<file path="config.mk">
export PLATFORM = sky130hd
export DESIGN_NAME = alu_issue_stage
export DESIGN_NICKNAME = d
export VERILOG_FILES = /design/src/rtl/alu_defs.sv /design/src/rtl/alu_issue_decode.sv /design/src/rtl/alu_issue_stage.sv
export SDC_FILE = /design/constraint.sdc
export NUM_CORES = 1
export LEC_CHECK = 0
export CAP_MARGIN = 10
export CORE_MARGIN = 3
export CORE_UTILIZATION = 54
export DETAILED_ROUTE_END_ITERATION = 10
export PLACE_DENSITY_LB_ADDON = 0.1
export SETUP_SLACK_MARGIN = 0.4
export SLEW_MARGIN = 25
export SYNTH_ARGS = -nofsm -noshare
export SYNTH_HDL_FRONTEND = slang
export SYNTH_SLANG_ARGS = --single-unit
</file>
<file path="constraint.sdc">
create_clock -name clk -period 16.2 [get_ports clk]
set_input_delay 4.86 -clock clk [delete_from_list [all_inputs] [get_ports clk]]
set_output_delay 4.86 -clock clk [all_outputs]
set_load 0.1 [all_outputs]
</file>
<file path="src/rtl/alu_defs.sv">
// Shared ALU definitions: the 3-bit ALU opcode, the RV32I major opcodes and the funct7 values
// used by both the ALU and its issue stage.
package alu_defs;

  typedef enum logic [2:0] {
    AluAdd = 3'd0,
    AluSub = 3'd1,
    AluAnd = 3'd2,
    AluOr  = 3'd3,
    AluXor = 3'd4,
    AluSll = 3'd5,
    AluSrl = 3'd6,
    AluSra = 3'd7
  } alu_op_e;

  localparam logic [6:0] OPC_OP     = 7'b0110011;
  localparam logic [6:0] OPC_OP_IMM = 7'b0010011;

  localparam logic [6:0] F7_BASE = 7'b0000000;
  localparam logic [6:0] F7_ALT  = 7'b0100000;

  localparam logic [2:0] F3_ADD = 3'b000;
  localparam logic [2:0] F3_SLL = 3'b001;
  localparam logic [2:0] F3_XOR = 3'b100;
  localparam logic [2:0] F3_SR  = 3'b101;
  localparam logic [2:0] F3_OR  = 3'b110;
  localparam logic [2:0] F3_AND = 3'b111;

  // One decoded buffer entry; the tag is stored alongside because its width is a parameter.
  typedef struct packed {
    alu_op_e     opcode;
    logic [31:0] in_0;
    logic [31:0] in_1;
    logic [4:0]  rd;
    logic        illegal;
  } decoded_op_t;

endpackage

</file>
<file path="src/rtl/alu_issue_decode.sv">
// Combinational RV32I OP / OP-IMM decoder producing ALU opcode, operands and destination.
// Anything outside the supported subset comes out as an illegal, zeroed ADD.
module alu_issue_decode
  import alu_defs::*;
(
  input  logic [31:0] instr_i,
  input  logic [31:0] rs1_i,
  input  logic [31:0] rs2_i,
  output alu_op_e     opcode_o,
  output logic [31:0] in_0_o,
  output logic [31:0] in_1_o,
  output logic [4:0]  rd_o,
  output logic        illegal_o
);

  logic [6:0]  opc;
  logic [2:0]  f3;
  logic [6:0]  f7;
  logic [31:0] imm_i;
  logic [31:0] shamt;
  logic        unused_rs1_field;

  assign opc   = instr_i[6:0];
  assign f3    = instr_i[14:12];
  assign f7    = instr_i[31:25];
  assign imm_i = {{20{instr_i[31]}}, instr_i[31:20]};
  assign shamt = {27'd0, instr_i[24:20]};

  // Register values arrive already read, so the rs1 field itself is not needed here.
  assign unused_rs1_field = ^instr_i[19:15];

  alu_op_e     op_sel;
  logic        legal;
  logic [31:0] opnd_1;

  always_comb begin
    op_sel = AluAdd;
    legal  = 1'b0;
    opnd_1 = rs2_i;
    if (opc == OPC_OP) begin
      opnd_1 = rs2_i;
      case (f3)
        F3_ADD: begin
          if (f7 == F7_BASE) begin
            op_sel = AluAdd;
            legal  = 1'b1;
          end else if (f7 == F7_ALT) begin
            op_sel = AluSub;
            legal  = 1'b1;
          end
        end
        F3_SLL: begin
          op_sel = AluSll;
          legal  = (f7 == F7_BASE);
        end
        F3_XOR: begin
          op_sel = AluXor;
          legal  = (f7 == F7_BASE);
        end
        F3_OR: begin
          op_sel = AluOr;
          legal  = (f7 == F7_BASE);
        end
        F3_AND: begin
          op_sel = AluAnd;
          legal  = (f7 == F7_BASE);
        end
        F3_SR: begin
          if (f7 == F7_BASE) begin
            op_sel = AluSrl;
            legal  = 1'b1;
          end else if (f7 == F7_ALT) begin
            op_sel = AluSra;
            legal  = 1'b1;
          end
        end
        default: ;
      endcase
    end else if (opc == OPC_OP_IMM) begin
      opnd_1 = imm_i;
      case (f3)
        F3_ADD: begin
          op_sel = AluAdd;
          legal  = 1'b1;
        end
        F3_XOR: begin
          op_sel = AluXor;
          legal  = 1'b1;
        end
        F3_OR: begin
          op_sel = AluOr;
          legal  = 1'b1;
        end
        F3_AND: begin
          op_sel = AluAnd;
          legal  = 1'b1;
        end
        F3_SLL: begin
          opnd_1 = shamt;
          op_sel = AluSll;
          legal  = (f7 == F7_BASE);
        end
        F3_SR: begin
          opnd_1 = shamt;
          if (f7 == F7_BASE) begin
            op_sel = AluSrl;
            legal  = 1'b1;
          end else if (f7 == F7_ALT) begin
            op_sel = AluSra;
            legal  = 1'b1;
          end
        end
        default: ;
      endcase
    end
  end

  always_comb begin
    opcode_o  = AluAdd;
    in_0_o    = 32'd0;
    in_1_o    = 32'd0;
    rd_o      = 5'd0;
    illegal_o = 1'b1;
    if (legal) begin
      opcode_o  = op_sel;
      in_0_o    = rs1_i;
      in_1_o    = opnd_1;
      rd_o      = instr_i[11:7];
      illegal_o = 1'b0;
    end
  end

endmodule

</file>
<file path="src/rtl/alu_issue_stage.sv">
// ALU issue stage: decodes OP/OP-IMM instructions into a DEPTH-entry FIFO feeding the ALU.
// Define ALU_ISSUE_PERF_EN to add the perf_issued / perf_illegal pop counters.
module alu_issue_stage
  import alu_defs::*;
#(
  parameter int unsigned DEPTH = 2,
  parameter int unsigned TAG_W = 32
) (
  input  logic             clk,
  input  logic             reset,
  input  logic             flush,
  input  logic             in_valid,
  output logic             in_ready,
  input  logic [31:0]      in_instr,
  input  logic [31:0]      in_rs1,
  input  logic [31:0]      in_rs2,
  input  logic [TAG_W-1:0] in_tag,
  output logic             out_valid,
  input  logic             out_ready,
  output logic [2:0]       out_opcode,
  output logic [31:0]      out_in_0,
  output logic [31:0]      out_in_1,
  output logic [4:0]       out_rd,
  output logic             out_illegal,
  output logic [TAG_W-1:0] out_tag
`ifdef ALU_ISSUE_PERF_EN
  ,
  output logic [31:0]      perf_issued,
  output logic [31:0]      perf_illegal
`endif
);

  localparam int unsigned PtrW = (DEPTH > 1) ? $clog2(DEPTH) : 1;
  localparam int unsigned CntW = PtrW + 1;
  localparam logic [CntW-1:0] Full = CntW'(DEPTH);

  decoded_op_t dec;
  alu_op_e     dec_opcode;

  alu_issue_decode u_decode (
    .instr_i   (in_instr),
    .rs1_i     (in_rs1),
    .rs2_i     (in_rs2),
    .opcode_o  (dec_opcode),
    .in_0_o    (dec.in_0),
    .in_1_o    (dec.in_1),
    .rd_o      (dec.rd),
    .illegal_o (dec.illegal)
  );

  assign dec.opcode = dec_opcode;

  decoded_op_t      mem_q [DEPTH];
  decoded_op_t      mem_d [DEPTH];
  logic [TAG_W-1:0] tag_q [DEPTH];
  logic [TAG_W-1:0] tag_d [DEPTH];
  logic [PtrW-1:0]  wr_ptr_q, wr_ptr_d;
  logic [PtrW-1:0]  rd_ptr_q, rd_ptr_d;
  logic [CntW-1:0]  count_q, count_d;

  logic push;
  logic pop;

  // in_ready depends only on the stored count, so a full buffer never accepts even on a pop.
  assign in_ready  = (count_q < Full);
  assign out_valid = (count_q != '0);
  assign push      = in_valid && in_ready;
  assign pop       = out_valid && out_ready;

  always_comb begin
    mem_d    = mem_q;
    tag_d    = tag_q;
    wr_ptr_d = wr_ptr_q;
    rd_ptr_d = rd_ptr_q;
    count_d  = count_q;
    if (flush) begin
      wr_ptr_d = '0;
      rd_ptr_d = '0;
      count_d  = '0;
    end else begin
      if (push) begin
        mem_d[wr_ptr_q] = dec;
        tag_d[wr_ptr_q] = in_tag;
        wr_ptr_d        = wr_ptr_q + PtrW'(1);
      end
      if (pop) begin
        rd_ptr_d = rd_ptr_q + PtrW'(1);
      end
      case ({push, pop})
        2'b10:   count_d = count_q + CntW'(1);
        2'b01:   count_d = count_q - CntW'(1);
        default: count_d = count_q;
      endcase
    end
  end

  always_ff @(posedge clk or posedge reset) begin
    if (reset) begin
      wr_ptr_q <= '0;
      rd_ptr_q <= '0;
      count_q  <= '0;
      for (int i = 0; i < int'(DEPTH); i++) begin
        mem_q[i] <= '0;
        tag_q[i] <= '0;
      end
    end else begin
      wr_ptr_q <= wr_ptr_d;
      rd_ptr_q <= rd_ptr_d;
      count_q  <= count_d;
      mem_q    <= mem_d;
      tag_q    <= tag_d;
    end
  end

  decoded_op_t head;

  always_comb begin
    head        = mem_q[rd_ptr_q];
    out_opcode  = 3'd0;
    out_in_0    = 32'd0;
    out_in_1    = 32'd0;
    out_rd      = 5'd0;
    out_illegal = 1'b0;
    out_tag     = '0;
    if (out_valid) begin
      out_opcode  = head.opcode;
      out_in_0    = head.in_0;
      out_in_1    = head.in_1;
      out_rd      = head.rd;
      out_illegal = head.illegal;
      out_tag     = tag_q[rd_ptr_q];
    end
  end

`ifdef ALU_ISSUE_PERF_EN
  logic [31:0] perf_issued_q, perf_issued_d;
  logic [31:0] perf_illegal_q, perf_illegal_d;

  always_comb begin
    perf_issued_d  = perf_issued_q;
    perf_illegal_d = perf_illegal_q;
    if (pop) begin
      perf_issued_d = perf_issued_q + 32'd1;
      if (out_illegal) begin
        perf_illegal_d = perf_illegal_q + 32'd1;
      end
    end
  end

  always_ff @(posedge clk or posedge reset) begin
    if (reset) begin
      perf_issued_q  <= '0;
      perf_illegal_q <= '0;
    end else begin
      perf_issued_q  <= perf_issued_d;
      perf_illegal_q <= perf_illegal_d;
    end
  end

  assign perf_issued  = perf_issued_q;
  assign perf_illegal = perf_illegal_q;
`endif

endmodule
</file>
==> flow_summary.ini, run 1 <==
[status]
status = completed

[worst_setup_path]
crit_path_max_incr_delay_ns = 1.16
worstPathRequired_ns = 11.34
cp-start-kind = flip-flop
cp-end-kind = output pin
cp.arrival_ns = 3.99
path_buf_inv = 2
crit_family = buffers and inverters
worstPathMaxFanout = 56
cp_slowest_cell = clkdlybuf4s50_1
setup.worst_path.class = flip-flop to output pin
path_cells = buf_4, mux2i_1, nor2_1, clkdlybuf4s50_1

[routing]
drtAntennaViolNets = 0
vias_per_cell = 5.431
num_vias = 8646
dr.pass1.iters = 5
routed_wl_um = 26250
drt-wirelength-per-cell_um = 16.49
drtIter0Drc = 543
drcViolationCount = 0

[die]
ios = 240
initial_core_util = 0.5587
die_h_um = 143.5
core_um2 = 18270
fp.dieArea_um2 = 20590
die_x_um = 143.5
rows = 49

[yosys]
synth_area_leaders = dfrtp_1 (52%), nand2_1 (16%), mux2i_1 (11%)
synth_top_area_frac = 0.5246
synth_nets = 1301
synth.most_common_cell = nand2_1
ys_top_cells_by_count = nand2_1 (425), dfrtp_1 (214), nor2_1 (121), mux2i_1 (110), o21ai_0 (76)
yosysUniqueCellTypes = 32
synth_edf_count = 0
synth_top_cell_by_area = dfrtp_1
async_flop_share = 1.000
syn-instance-count = 1168
yosys_register_bits = 214
syn_area_um2 = 10210
yosys_warnings = 0
yosysSeqAreaShare = 0.5246
synthFlopType = dfrtp_1
syn_avg_cell_area_um2 = 8.739

[power_and_ir_drop]
irDropWorstVdd_uv = 106.9
powerDensity_nw_per_um2 = 103.9
totalPowerFinal_mw = 1.391
p_leak_nw = 5.735

[sta]
fin_setup_tns_ns = 0
slew_headroom = 0.3055
finClkSkew_ns = 0.005314
worst_slew_pin_slew_ns = 1.038
final.period_utilization = 0.5465
fmaxAchievable_mhz = 113.0
setup_viol = 0
min_period_ns = 8.853
drv_slew = 0
fin_ws_ns = 7.347
rsz0062_at_grt = false
hold_viol = 0

[cells_and_area]
syn_to_final_growth_pct = 31.12
final_nets = 1481
fin_util = 0.7326
finalInstanceArea_um2 = 13380
drive_gt1_frac = 0.04993

[grt]
grt_use_total = 0.2525
antenna_found_initial = 0
grt-ovfl-total = 0
grt_pass1_vias = 8657
grt_pass1_wl_um = 42900
grt_max_degree = 138

[hold_path]
hold_path_class = flip-flop to flip-flop

[place]
dp_hpwl_um = 15730
placedInstanceArea_um2 = 12590
io_buffers = 234
gp_congestion = 0.8055
dp_slack_ns = 7.822

[clock_tree]
clock_latency_ns = 0.49
cts.sinks = 214
ctsResizeCount = 0
clockBufferDepth = 3
postCtsSetupBuffers = 0
cts_tree = yes
ctsHtreeMaxLevel = 1
cts-root-buf = clkbuf_16
clkSlewWorstSetupHoldPaths_ns = 0.06
postCtsHoldBufs = 0
cts_buffers = 23

[job]
maxCapViolations = 0
==> worst paths after layout <==
kind	endpoint	start	cells after the start	slack [ns]
min in group asynchronous	mem_q[84]$_DFFE_PP0P_	reset	2	4.81
min	tag_q[46]$_DFFE_PP0P_	tag_q[46]$_DFFE_PP0P_	2	0.47
max reg2reg	mem_q[73]$_DFFE_PP0P_	count_q[1]$_DFFE_PP0P_	4	13.50
max	out_tag[8]	rd_ptr_q$_DFFE_PP0P_	4	7.35
max in group asynchronous	rd_ptr_q$_DFFE_PP0P_	reset	4	9.89
min reg2reg	tag_q[46]$_DFFE_PP0P_	tag_q[46]$_DFFE_PP0P_	2	0.47
==> worst min-delay path: stages, from the launching register on <==
cell     delay (ns)
dfrtp_1        0.34
nand2_1        0.05
nand2_1        0.06
==> sequential cells by signal (all words and copies together), names as in the netlist <==
signal,flops
rd_ptr_q,1
wr_ptr_q,1
tag_q,64
mem_q,146
count_q,2
==> cell families (layout without fill, tap and decap cells) <==
family | count (synthesis) | after routing | synth area share
AND/OR/NAND/NOR | 558 | 558 | 0.2092
flip-flops | 214 | 214 | 0.5246
AO/OA/AOI/OAI | 184 | 184 | 0.1130
multiplexers | 112 | 112 | 0.1101
buffers and inverters | 98 | 292 | 0.04131
XOR/XNOR | 2 | 2 | 0.001716
other | 0 | 1 | 0
==> through the flow <==
| stage | instances | hold slack (ns) |
|---|---|---|
| final | 1592 | 0.4722 |
| after global routing | 1591 | 0.4965 |
| after CTS | 1590 | 0.4756 |
| after detailed placement | 1551 | 0.4613 |
| after floorplan | 1168 | 0.4425 |
| after global placement | 1550 | 0.4570 |
==> placed cells by master (no fill, tap or decap), types with 2 or more instances in the layout <==
master           count
clkdlybuf4s50_1    234
a21oi_1             32
xor2_1               2
nor2_1             120
nand3_1              2
nand2_1            424
buf_4               10
buf_16               2
clkinv_2             4
clkbuf_1             2
o21ai_0             76
o31ai_1             62
dfrtp_1            213
mux2i_1            110
clkbuf_16           23
mux2_2               2
inv_1                5
o31ai_2              4
clkbuf_8             9
o41ai_1              4
nand2b_1             2
==> metal layers <==
layer,vias up,track usage,part of all wire
met4,0,0.05154,0.016
met5,-,0,0
met2,229,0.4302,0.49
met1,4174,0.3367,0.42
li1,4210,-,-
met3,33,0.05557,0.070
==> final cells by class <==
cell class / count / area, µm²
inverter: 6 / 30.03
clock buffer: 34 / 706.9
multi-input combinational: 856 / 4466
fill: 1391 / 4886
clock inverter: 5 / 50.05
tap: 229 / 286.5
sequential: 214 / 5359
timing repair buffer: 247 / 2484
antenna: 1 / 2.502
==> power by group <==
part	internal [mW]	switching, mW	total [mW]
clock network	0.315	0.202	0.517
registers	0.578	0.0307	0.609
logic	0.0897	0.175	0.265
Note: power is estimated with default switching activity, not from simulation.
==> run 2: changes to the inputs <==
Settings changed: CORE_UTILIZATION 54 to 50.
Clock period 16.2 ns to 9.2 ns, I/O delays scaled along.
==> run 2 against run 1 <==
Compared with the run above:
- first-iteration DRC count grew 2.2%
- global-route usage shrank 1.4 points
- worst setup slack got worse by 4.6 ns
- combinational power rose by 74%
- final cell count increased by 2.6%
- sequential share of layout area shrank 0.29 points
- sequential power rose by 76%
- design area up 0.73%
- via count about the same
- clock power up 90%
- total power increased by 81%
- hold slack gained 0.0016 ns
- largest power group unchanged
==> flow_summary.ini, run 2 (synthesis gave the netlist of run 1 again) <==
[cells_and_area]
syn_to_final_growth_pct = 32.08
drive_gt1_frac = 0.05405
multi_input_area_um2 = 4466
fillers = 1654
fin_util = 0.6815
largest_register = mem_q
largest_reg_flops = 146
final_nets = 1485
reg.largest.list = mem_q x146, tag_q x64, count_q x2
layout_common_cells = nand2_1 (424), clkdlybuf4s50_1 (234), dfrtp_1 (213), nor2_1 (120), mux2i_1 (110)
antennaDiodeCount = 0
regArea_um2 = 5359
final_common_cell = nand2_1

[clock_tree]
ctsHtreeMaxLevel = 1
cts-root-buf = clkbuf_16
cts.sinks = 214
postCtsSetupBuffers = 0
ctsResizeCount = 0
cts_tree = yes
clock_latency_ns = 0.50
postCtsHoldBufs = 0
cts_buffers = 24
clockBufferDepth = 3
clkSlewWorstSetupHoldPaths_ns = 0.06

[power_and_ir_drop]
powerDensity_nw_per_um2 = 186.6
totalPowerFinal_mw = 2.515
irDropWorstVdd_uv = 147.5
p_leak_nw = 5.773

[grt]
grt_pass1_wl_um = 43770
grt-ovfl-total = 0
grt_pass1_vias = 8605
grt_use_total = 0.2382
grt_max_degree = 107
antenna_found_initial = 0

[sta]
min_period_ns = 6.461
slew_headroom = 0.2907
holdWs_ns = 0.4739
hold_viol = 0
fmaxAchievable_mhz = 154.8
fin_setup_tns_ns = 0
finClkSkew_ns = 0.01191
drv_slew = 0
rsz0062_at_grt = false
setup_viol = 0
final.period_utilization = 0.7023
worst_slew_pin_slew_ns = 1.061

[hold_path]
min_to = tag_q[3]$_DFFE_PP0P_
hold_path_class = flip-flop to flip-flop
hold_path_depth = 2
hold_start = tag_q[3]$_DFFE_PP0P_

[routing]
routed_wl_um = 26840
drtAntennaViolNets = 0
num_vias = 8647
dr.pass1.iters = 5
drt-wirelength-per-cell_um = 16.43
drcViolationCount = 0
drtIter0Drc = 555
vias_per_cell = 5.292

[die]
core_um2 = 19780
rows = 51
initial_core_util = 0.5160
die_x_um = 148.9
die_h_um = 148.9
fp.dieArea_um2 = 22170
ios = 240

[worst_setup_path]
setup.worst_path.class = flip-flop to output pin
cp_slowest_cell = clkdlybuf4s50_1
r2r_start = count_q[1]$_DFFE_PP0P_
worstPathMaxFanout = 54
reg2reg_depth = 5
reg2reg_to = mem_q[33]$_DFFE_PP0P_
cp-end-kind = output pin
crit_family = buffers and inverters
cp.arrival_ns = 3.70
rrSetupSlack_ns = 6.60
path_buf_inv = 2
worstPathRequired_ns = 6.44
path_cells = buf_4, mux2i_1, nor2_1, clkdlybuf4s50_1
cp-start-kind = flip-flop
crit_path_max_incr_delay_ns = 1.16

[status]
status = completed

[place]
dp_hpwl_um = 16350
io_buffers = 234
gp_congestion = 0.7813

[job]
maxCapViolations = 0
-- run 2: cell count changes in the layout (fill, tap and decap cells not counted), sizes merged --
cell / delta
clkinv: +5
buf: +3
clkbuf: -3
bufinv: +2
diode: -1
-- run 2: worst max path at each step --
stage / startpoint / slack, ns / depth (start not counted) / endpoint
floorplan: reset / 0.59 / 1 / count_q[0]$_DFFE_PP0P_
global placement: rd_ptr_q$_DFFE_PP0P_ / 3.24 / 4 / out_in_0[25]
detailed placement: rd_ptr_q$_DFFE_PP0P_ / 3.25 / 4 / out_in_0[25]
CTS: rd_ptr_q$_DFFE_PP0P_ / 2.68 / 4 / out_in_0[25]
global route: rd_ptr_q$_DFFE_PP0P_ / 2.58 / 4 / out_in_0[24]
finish: rd_ptr_q$_DFFE_PP0P_ / 2.74 / 4 / out_in_0[25]
-- run 2: metrics by stage --
| stage | worst slack (ns) | std cells | area [µm²] |
|---|---|---|---|
| final | 2.739 | 1634 | 13480 |
| after global routing | 2.582 | 1634 | 13480 |
| after global placement | 3.245 | 1590 | 12640 |
| after detailed placement | 3.246 | 1591 | 12670 |
| after floorplan | 0.5891 | 1168 | 10210 |
| after CTS | 2.680 | 1634 | 13480 |
-- run 2: power by group --
group / internal [mW] / switching (mW)
registers: 1.02 / 0.0535
clock network: 0.602 / 0.380
logic: 0.155 / 0.306
-- run 2: per-layer routing --
layer | vias up | global-route usage | wire length [µm]
met1 | 4156 | 0.3212 | 11320
met3 | 24 | 0.05044 | 2131
li1 | 4206 | - | -
met4 | 0 | 0.03936 | 293
met2 | 261 | 0.4067 | 13090
met5 | - | 0 | 0
-- run 2: cell type report --
type | count | area share
Inverter | 6 | 0.002227
Clock inverter | 12 | 0.01002
Sequential cell | 214 | 0.3975
Timing Repair Buffer | 250 | 0.1841
Tap cell | 265 | 0.02459
Clock buffer | 31 | 0.05030
Multi-Input combinational cell | 856 | 0.3312
-- run 2: worst register-to-register path, stage by stage (launching register included) --
cell	delay, ns
dfrtp_1	0.45
nand2b_1	0.27
nor2_1	0.11
nand2_4	0.47
buf_4	0.87
o31ai_1	0.27
==> run 3: changes to the inputs <==
Clock period 9.2 ns to 6.6 ns, I/O delays scaled along.
==> run 3 against run 2 <==
Compared with the run above:
- design area shrank 0.13%
- via count is 0.59% lower
- register-to-register slack got worse by 2.6 ns
- clock skew decreased by 0.0030 ns
- critical path type unchanged
- sequential cell count unchanged
- combinational power up 41%
- largest cell class unchanged
- hold slack lost 0.0019 ns
- total power up 35%
- highest routed layer is now met5
- largest power group unchanged
- critical path depth unchanged
- final cell count increased by 0.24%
- die area stayed put
==> flow_summary.ini, run 3 (synthesis gave the netlist of run 1 again) <==
[clock_tree]
cts.sinks = 214
clock_latency_ns = 0.50
clockBufferDepth = 3
cts_tree = yes
clkSlewWorstSetupHoldPaths_ns = 0.06
ctsHtreeMaxLevel = 1
postCtsSetupBuffers = 0
ctsResizeCount = 0
cts-root-buf = clkbuf_16
cts_buffers = 23
postCtsHoldBufs = 0

[routing]
drt-wirelength-per-cell_um = 16.47
drcViolationCount = 0
dr.pass1.iters = 5
routed_wl_um = 26980
wl_met3_um = 1932
drtIter0Drc = 512
drtAntennaViolNets = 0
wl_met2_um = 12990
m1WireLength_um = 11460
topRoutingLayerUsed = met5
num_vias = 8596
vias_per_cell = 5.248

[worst_setup_path]
path_cells = buf_4, mux2i_1, nor2_1, clkdlybuf4s50_1
setup.worst_path.class = flip-flop to output pin
worstPathRequired_ns = 4.62
cp_slowest_cell = clkdlybuf4s50_1
cp.arrival_ns = 3.42
crit_family = buffers and inverters
path_buf_inv = 2
crit_path_max_incr_delay_ns = 1.17
worstPathMaxFanout = 41
cp-end-kind = output pin
cp-start-kind = flip-flop

[die]
ios = 240
die_x_um = 148.9
core_um2 = 19780
initial_core_util = 0.5160
fp.dieArea_um2 = 22170
die_h_um = 148.9
rows = 51

[cells_and_area]
syn_to_final_growth_pct = 31.91
largest_register = mem_q
final_nets = 1488
largest_reg_flops = 146
final_cells = 1638
reg.largest.list = mem_q x146, tag_q x64, count_q x2
drive_gt1_frac = 0.05539
layout_common_cells = nand2_1 (424), clkdlybuf4s50_1 (234), dfrtp_1 (213), nor2_1 (120), mux2i_1 (110)
final_common_cell = nand2_1

[status]
status = completed

[place]
io_buffers = 234
dp_hpwl_um = 16590
gp_congestion = 0.7524
dp.cells = 1594

[sta]
fin_setup_tns_ns = 0
drv_slew = 0
finClkSkew_ns = 0.008922
worst_slew_pin_slew_ns = 1.051
slew_headroom = 0.2971
holdWs_ns = 0.4720
hold_viol = 0
fmaxAchievable_mhz = 185.2
rsz0062_at_grt = false
final.period_utilization = 0.8181
setup_viol = 0
min_period_ns = 5.399

[grt]
grt_pass1_vias = 8620
antenna_found_initial = 2
grt_pass1_wl_um = 43950
grt_use_total = 0.2414
grt_max_degree = 127
grt-ovfl-total = 0

[hold_path]
hold_path_class = flip-flop to flip-flop

[power_and_ir_drop]
powerDensity_nw_per_um2 = 252.9
totalPowerFinal_mw = 3.406
irDropWorstVdd_uv = 196.3
p_leak_nw = 5.758

[job]
maxCapViolations = 0
## run 3: per-layer routing
layer / GRT usage / vias up
met5: 0 / -
met4: 0.06316 / 2
met3: 0.05044 / 44
met2: 0.4080 / 229
met1: 0.3194 / 4097
li1: - / 4224
## run 3: worst register-to-register path, stage by stage (launching register included)
cell and delay [ns]:
dfrtp_1 0.44, nand2b_1 0.29, or3_4 0.78, buf_4 0.69, nand2_1 0.17, o21ai_0 0.10
## run 3: area by class of cell
| class | count | area, µm² |
|---|---|---|
| inverter | 6 | 26.28 |
| clock inverter | 13 | 118.9 |
| tap | 265 | 331.6 |
| antenna | 1 | 2.502 |
| sequential | 214 | 5359 |
| clock buffer | 29 | 618.1 |
| multi-input combinational | 856 | 4466 |
| fill | 1641 | 6317 |
| timing repair buffer | 254 | 2542 |
## run 3: power breakdown
group	internal [mW]	total [mW]	switching, mW
Combinational	0.221	0.652	0.431
Clock	0.743	1.26	0.521
Sequential	1.42	1.49	0.0707
Total	2.38	3.41	1.02
## run 3: path summary, 6_finish.rpt
| kind | from | end | slack (ns) | cells after the start |
|---|---|---|---|---|
| setup / recovery | rd_ptr_q$_DFFE_PP0P_ | out_in_0[27] | 1.20 | 4 |
| hold / removal | tag_q[45]$_DFFE_PP0P_ | tag_q[45]$_DFFE_PP0P_ | 0.47 | 2 |
| setup reg to reg | count_q[1]$_DFFE_PP0P_ | mem_q[118]$_DFFE_PP0P_ | 4.05 | 5 |
| hold reg to reg | tag_q[45]$_DFFE_PP0P_ | tag_q[45]$_DFFE_PP0P_ | 0.47 | 2 |
| max in group asynchronous | reset | tag_q[15]$_DFFE_PP0P_ | 3.83 | 3 |
| min in group asynchronous | reset | mem_q[14]$_DFFE_PP0P_ | 1.80 | 2 |
## run 3: metrics by stage
step,area (µm²),setup slack (ns),util
after floorplan,10210,1.836,-
after global placement,12700,1.758,0.6423
after detailed placement,12700,1.760,0.6423
after CTS,13440,1.203,0.6795
after global routing,13460,1.109,0.6806
final,13460,1.201,0.6806
==> edit (settings of run 3) <==
Change the parameter `TAG_W` from 32 to 64.
--- a/src/rtl/alu_issue_stage.sv
+++ b/src/rtl/alu_issue_stage.sv
@@ -6,3 +6,3 @@
   parameter int unsigned DEPTH = 2,
-  parameter int unsigned TAG_W = 32
+  parameter int unsigned TAG_W = 64
 ) (
Interface: changed (resized in_tag and out_tag); port bits go from 240 to 304. No check against the original RTL was run, so the function may have changed too.
==> edit against run 3 <==
- total power grew 44%
- critical path depth is the same
- combinational power grew 63%
- worst setup slack gained 220 ps
- sequential share of layout area grew 1.5 points
- sequential cell count grew 64
- count of clock-buffer cells in the layout grew 11
- hold slack gained 0.65 ps
- clock power grew 45%
- final area grew 25%
- register-to-register slack lost 160 ps
- area after synthesis grew 23%
- final cell count grew 19%
- wire length grew 27%
==> edit: results (changes against run 3) <==
outcome=finished, final reports clean; Synth Instances=1353 (+16%); wl on met1=14.2 mm (+24%); clk_lat worst skew=540 ps (+40 ps); ANT cells=0 (-1); Tot GR Track Use=0.250 (+0.00838); post-synthesis xor/xnor area fraction=0.00209 (+0.000379); clock root cell=clkbuf_16; critical path endpoint=out_rd[0]; syn nets=1518 (+17%); nets@finish=1767 (+19%); bufs w/o clock=316 (+24%); grt met2 use=0.408 (about the same); Seq/total area=0.413 (+0.0146); Synth Area in Compound Gates=0.101 (-0.0122); wire length on met2=16.5 mm (+27%); I/O Buffers=298 (+27%); met3 Use GR=0.0635 (+0.0130); clock skew after layout=9.18 ps (+0.258 ps); clock buffer count=40 (+38%); Non-clock buffer share=0.188 (-0.00101); register area share after synthesis=0.555 (+0.0300); first-pass GRT wire length=54.3 mm (+24%); Final GP Congestion=0.812 (+7.9%); Largest regs=mem_q (146), tag_q (128), count_q (2); drt via density=5.33 (+1.6%); 1st-iter DRT viols=858 (+68%); share of layout cells above drive strength 1=0.0504 (-0.00496); fin crit share=0.785 (-0.0335); vias in the first global route=10.3k (+20%); cts repair resizes=0 (unchanged); CTS Buf Count=30 (+30%); routed wire length=34.3 mm (+27%); crit-path max FO=44 (+7.3%); multi-input combinational area share=0.308 (-0.0232); post-DP HPWL=20.8 mm (+25%); Post-synth top cells=nand2_1 (463), dfrtp_1 (278), nor2_1 (156); Slew headroom=0.281 (-0.0159); Multi-In Gates=970 (+13%); Core Region=24500 µm² (+24%); R2R Setup Slk=3890 ps (-160 ps); dominant cells by area after synthesis=dfrtp_1 (55%), nand2_1 (14%), mux2i_1 (11%); R2R cell count=4 (-1); mux share of post-synthesis cell area=0.113 (+0.00325); FILL cells=1914 (+17%); Cell Count Post-Placement=1894 (+19%); Peak supply drop=0.211 mV (+7.4%); RR Endpoint=mem_q[128]; placed inst area=15800 µm² (+24%); arrival time worst endpoint=3200 ps (-220 ps); DP Worst Slack=1920 ps (+163 ps); global routing usage on met1=0.338 (+0.0185); DR WL met3=2.77 mm (+43%); per-cell routed wire length=17.6 µm (+6.9%); Leak=7.69 nW (+34%); Clock-cell share=0.0655 (+0.0108); pwr/cell area=292 nW/µm² (+15%)
-- edit: changes by cell type after synthesis, sizes merged, moves of 2 or more --
cell / delta
nand2b: +2
mux2: -2
o41ai: -3
dfrtp: +64
nor2: +35
o21ai: -5
nand2: +38
a22o: +76
mux2i: +32
nor3: +4
o31ai: -66
buf: +7
-- edit: critical path: stages, from the launching register on --
cell and delay [ps]:
dfrtp_4 420, buf_4 620, mux2i_1 180, nor2_1 230, clkdlybuf4s50_1 1190
-- edit: power by group --
group	switching [mW]	total, mW	internal, mW
clock	0.677	1.83	1.16
combinational	0.722	1.06	0.343
sequential	0.111	2.02	1.91
total	1.51	4.92	3.41
-- edit: worst min path at each step --
stage,from,to,slack (ps),cells past startpoint
finish,tag_q[17],tag_q[17],470,2
global route,mem_q[29],mem_q[29],490,2
CTS,tag_q[116],tag_q[116],480,2
detailed placement,tag_q[118],tag_q[118],460,2
global placement,tag_q[10],tag_q[10],460,2
floorplan,tag_q[100],tag_q[100],440,2
